## src/rtl/uart_echo_ctrl.sv

```systemverilog
// Echo sequencer: buffers bytes from the UART RX strobe in a FIFO and replays them to the
// UART TX one at a time, optionally expanding CR into CR LF. fsm_state exposes the FSM.
module uart_echo_ctrl #(
  parameter int DEPTH       = 16,
  parameter bit CRLF_EN     = 1'b1,
  parameter int ACK_TIMEOUT = 64
) (
  input  logic                     CLK,
  input  logic                     RST,
  input  logic [7:0]               rx_data,
  input  logic                     rx_valid,
  input  logic                     echo_en,
  input  logic                     tx_busy,
  output logic [7:0]               tx_data,
  output logic                     tx_start,
  output logic [$clog2(DEPTH):0]   fifo_level,
  output logic                     overflow,
  output logic [1:0]               fsm_state
);

  localparam int AW = $clog2(DEPTH);
  localparam int PW = AW + 1;
  localparam int CW = $clog2(ACK_TIMEOUT + 1);

  typedef enum logic [1:0] {IDLE, WAIT_ACK, WAIT_DONE, SEND_LF} state_t;

  state_t          state, state_n;
  logic [7:0]      mem [DEPTH];
  logic [PW-1:0]   wr_ptr, rd_ptr;
  logic [CW-1:0]   cnt, cnt_n;
  logic            last_cr, last_cr_n;
  logic            lf_done, lf_done_n;
  logic            full, empty, push, pop, launch, finish;
  logic [7:0]      head, launch_byte;

  // Handshake: rx_valid is a 1-cycle strobe with no back-pressure (dropped when full);
  // tx_start is a 1-cycle launch, tx_busy rising acknowledges it, tx_busy falling completes it.
  assign empty      = (wr_ptr == rd_ptr);
  assign full       = (wr_ptr[AW] != rd_ptr[AW]) && (wr_ptr[AW-1:0] == rd_ptr[AW-1:0]);
  assign push       = rx_valid && !full;
  assign head       = mem[rd_ptr[AW-1:0]];
  assign fifo_level = wr_ptr - rd_ptr;
  assign fsm_state  = state;

  always_ff @(posedge CLK) begin
    if (push) mem[wr_ptr[AW-1:0]] <= rx_data;
  end

  always_comb begin
    state_n     = state;
    pop         = 1'b0;
    launch      = 1'b0;
    launch_byte = head;
    last_cr_n   = last_cr;
    lf_done_n   = lf_done;
    cnt_n       = cnt;
    finish      = 1'b0;
    case (state)
      IDLE: begin
        if (!empty && echo_en && !tx_busy) begin
          pop       = 1'b1;
          launch    = 1'b1;
          last_cr_n = (head == 8'h0D);
          cnt_n     = '0;
          state_n   = WAIT_ACK;
        end
      end
      WAIT_ACK: begin
        if (tx_busy) state_n = WAIT_DONE;
        else if (cnt == CW'(ACK_TIMEOUT - 1)) finish = 1'b1;
        else cnt_n = cnt + 1'b1;
      end
      WAIT_DONE: begin
        if (!tx_busy) finish = 1'b1;
      end
      SEND_LF: begin
        launch      = 1'b1;
        launch_byte = 8'h0A;
        lf_done_n   = 1'b1;
        last_cr_n   = 1'b0;
        cnt_n       = '0;
        state_n     = WAIT_ACK;
      end
      default: state_n = IDLE;
    endcase
    // A timed-out acknowledge completes exactly like a normal busy fall.
    if (finish) begin
      if (CRLF_EN && last_cr && !lf_done) begin
        state_n = SEND_LF;
      end else begin
        state_n   = IDLE;
        lf_done_n = 1'b0;
      end
    end
  end

  always_ff @(posedge CLK or posedge RST) begin
    if (RST) begin
      state    <= IDLE;
      wr_ptr   <= '0;
      rd_ptr   <= '0;
      cnt      <= '0;
      last_cr  <= 1'b0;
      lf_done  <= 1'b0;
      overflow <= 1'b0;
      tx_start <= 1'b0;
      tx_data  <= 8'h00;
    end else begin
      state    <= state_n;
      cnt      <= cnt_n;
      last_cr  <= last_cr_n;
      lf_done  <= lf_done_n;
      tx_start <= launch;
      if (push) wr_ptr <= wr_ptr + 1'b1;
      if (pop) rd_ptr <= rd_ptr + 1'b1;
      if (rx_valid && full) overflow <= 1'b1;
      if (launch) tx_data <= launch_byte;
    end
  end

endmodule

```

## config.mk

```make
export PLATFORM = sky130hd
export DESIGN_NAME = uart_echo_ctrl
export DESIGN_NICKNAME = d
export VERILOG_FILES = /design/src/rtl/uart_echo_ctrl.sv
export SDC_FILE = /design/constraint.sdc
export NUM_CORES = 1
export LEC_CHECK = 0
export ABC_AREA = 1
export CAP_MARGIN = 40
export CORE_MARGIN = 3
export CORE_UTILIZATION = 40
export CTS_CLUSTER_SIZE = 30
export DETAILED_ROUTE_END_ITERATION = 12
export PLACE_DENSITY = 0.6
export SLEW_MARGIN = 15
export SYNTH_ARGS = -nofsm -noshare
export SYNTH_HDL_FRONTEND = slang
export SYNTH_SLANG_ARGS = --single-unit
export TNS_END_PERCENT = 50
```

## constraint.sdc

```tcl
create_clock -name CLK -period 5.8 [get_ports CLK]
set_input_delay 0.87 -clock CLK [delete_from_list [all_inputs] [get_ports CLK]]
set_output_delay 0.87 -clock CLK [all_outputs]
set_load 0.1 [all_outputs]
```

==> results.cfg <==
[global_route]
groute.usage.overall_pct = 17.3
antenna_found_initial = 0
grt_overflow = 0
grt_start_max_net_pins = 69
grt_pass1_wl_um = 25800
first_global_vias = 4733

[floorplan]
chipWidth_um = 138
die_h_um = 138
start_util_pct = 41.5
die_area_um2 = 19100
coreArea_um2 = 16900
rows = 47
io_pins = 30

[synthesis]
synthesis.nets = 692
synthCells = 664
yosysSeqAreaShare_pct = 65.9
synth_top_area_share_pct = 54.8
yosysWarnings = 0
ys.flop_type = edfxtp_1
ys_ff_latch = 159
synth_edf_count = 128
ys_async_sr_fraction_pct = 19.5
yosysTopAreaCell = edfxtp_1
ys_types = 33
netlist_area_um2 = 7010
avgSynthCellArea_um2 = 10.6
yosys-top-cells-area = edfxtp_1, dfrtp_1, nand2_1

[clock_tree]
ctsHoldBuffers = 0
clock_path_buffers = 2
htreeDepth = 4
clkTransAtPathRegs_ns = 0.06
cts_buffers = 17
post_cts_buffers = 0
clk-insertion-delay-late_ns = 0.42
cts_tree = done
clock-sinks = 159
cts_resized = 0
cts-root-buf = clkbuf_16

[finish]
fin_util_pct = 49.1
antenna_cells = 0
mostFrequentLayoutCells = nand2_1, edfxtp_1, nor2_1
fill_cells = 1504
nNetsFinal = 737
final_common_cell = nand2_1
syn_to_final_growth_pct = 18.3
drive_gt1_share_pct = 8.86

[setup_path]
critPathMaxFanout = 14
path_class = reg2out
crit_required_ns = 4.93
reg2reg_slack_ns = 2.36
reg2reg_depth = 10
arrival_ns = 2.99
r2r_start = rd_ptr[1]$_DFFE_PP0P_
timing.rr.end = mem[0][6]$_DFFE_PP_
worst_setup_path_start_kind = flip-flop
cp-end-kind = primary output

[timing]
tightest_slew_ns = 0.844
setup_viol = 0
fin_crit_ns = 3.86
rsz0062_at_grt = no
finClkSkew_ns = 0.00929
relSlewSlack_pct = 43.5
finalCritPeriodShare_pct = 66.6
setup_ws_ns = 1.94
maxSlewViolCount = 0
fmax_ghz = 0.259
hold_violations = 0
setup_tns_ns = 0

[min_path]
worstHoldPathType = reg2reg
min_from = overflow$_DFFE_PP0P_
worstHoldEndpoint = overflow$_DFFE_PP0P_
holdPathStages = 1

[routing]
avgViaCountPerCell = 5.03
drt-total-wl_um = 15700
first_pass_iters = 4
drt_iter0_markers = 455
drc_errors = 0
vias = 4738
antenna_left = 0
wire_per_inst_um = 16.7

[placement]
placement.io_buffers = 29
place.gp.congestion = 0.814
hpwlAfterDp_um = 10200
place_ws_ns = 2.27

[job]
maxCapViolCount = 0

[run_status]
status = completed
==> area by class of cell <==
class | count | area, um2 | share of cell area (%)
multi-input cells | 421 | 2040 | 24.6
inverters | 61 | 229 | 2.76
repair buffers | 49 | 571 | 6.88
clock inverters | 11 | 109 | 1.31
well taps | 220 | 275 | 3.32
flip-flops and latches | 159 | 4620 | 55.7
clock buffers | 21 | 450 | 5.43
==> logic make-up after synthesis <==
| kind of cell | Yosys count | share of synthesized area, % |
|---|---|---|
| AOI/OAI and AO/OA | 85 | 6.55 |
| and+or+nand+nor | 306 | 17.8 |
| DFF | 159 | 65.9 |
| adders and majority gates | 15 | 2.78 |
| buffers and inverters | 84 | 5.05 |
| xor gates and xnor gates | 15 | 1.87 |
==> synthesized netlist by cell type, types with 7 or more instances <==
library cell and instances:
inv_1 55, o21ai_1 25, xor2_1 12, buf_2 10, edfxtp_1 128, o211ai_1 7, nand2_1 162, nor2_1 101
nand3_1 32, ha_1 14, clkbuf_1 8, dfrtp_1 31, o21ai_0 42
==> through the flow <==
stage	instance area, um2	cells	hold slack [ns]
2_1_floorplan	7010	664	0.462
3_3_place_gp	7470	893	0.463
3_5_place_dp	7730	910	0.460
4_1_cts	8290	942	0.473
5_1_grt	8290	942	0.503
6_report	8290	942	0.473
==> worst max-delay path by stage <==
stage | startpoint | end | slack (ns) | cells after the start
CTS | rd_ptr[2]$_DFFE_PP0P_ | fifo_level[4] | 1.92 | 7
floorplan | wr_ptr[0]$_DFFE_PP0P_ | fifo_level[4] | 2.21 | 5
finish | rd_ptr[2]$_DFFE_PP0P_ | fifo_level[4] | 1.94 | 7
detailed placement | rd_ptr[1]$_DFFE_PP0P_ | mem[6][0]$_DFFE_PP_ | 2.27 | 10
global route | rd_ptr[2]$_DFFE_PP0P_ | fifo_level[4] | 1.73 | 7
global placement | rd_ptr[2]$_DFFE_PP0P_ | fifo_level[4] | 1.99 | 6
==> worst max-delay path, cell delays in order (launching register included) <==
cell and delay (ns):
dfrtp_1 0.62, clkinv_1 0.34, ha_1 0.44, nand2_1 0.07
o21ai_0 0.21, xor2_1 0.16, clkdlybuf4s50_1 0.52, buf_8 0.20
==> flip-flops by register name (all words and copies together) (netlist names) <==
| register | cells |
|---|---|
| tx_data | 8 |
| fsm_state | 2 |
| cnt | 7 |
| tx_start | 1 |
| wr_ptr | 5 |
| last_cr | 1 |
| overflow | 1 |
| lf_done | 1 |
| mem | 128 |
| rd_ptr | 5 |
==> metal layers <==
layer / vias to the layer above / share of wire (%) / track usage [%]
li1: 2308 / - / -
met5: - / 0 / 0
met2: 126 / 49 / 28.0
met4: 0 / 1.0 / 4.63
met3: 11 / 5.0 / 4.45
met1: 2293 / 45 / 23.5
Power is left out: the tool's default activity adds up to more than one toggle a clock period on the data nets, which glitch-free logic cannot reach.
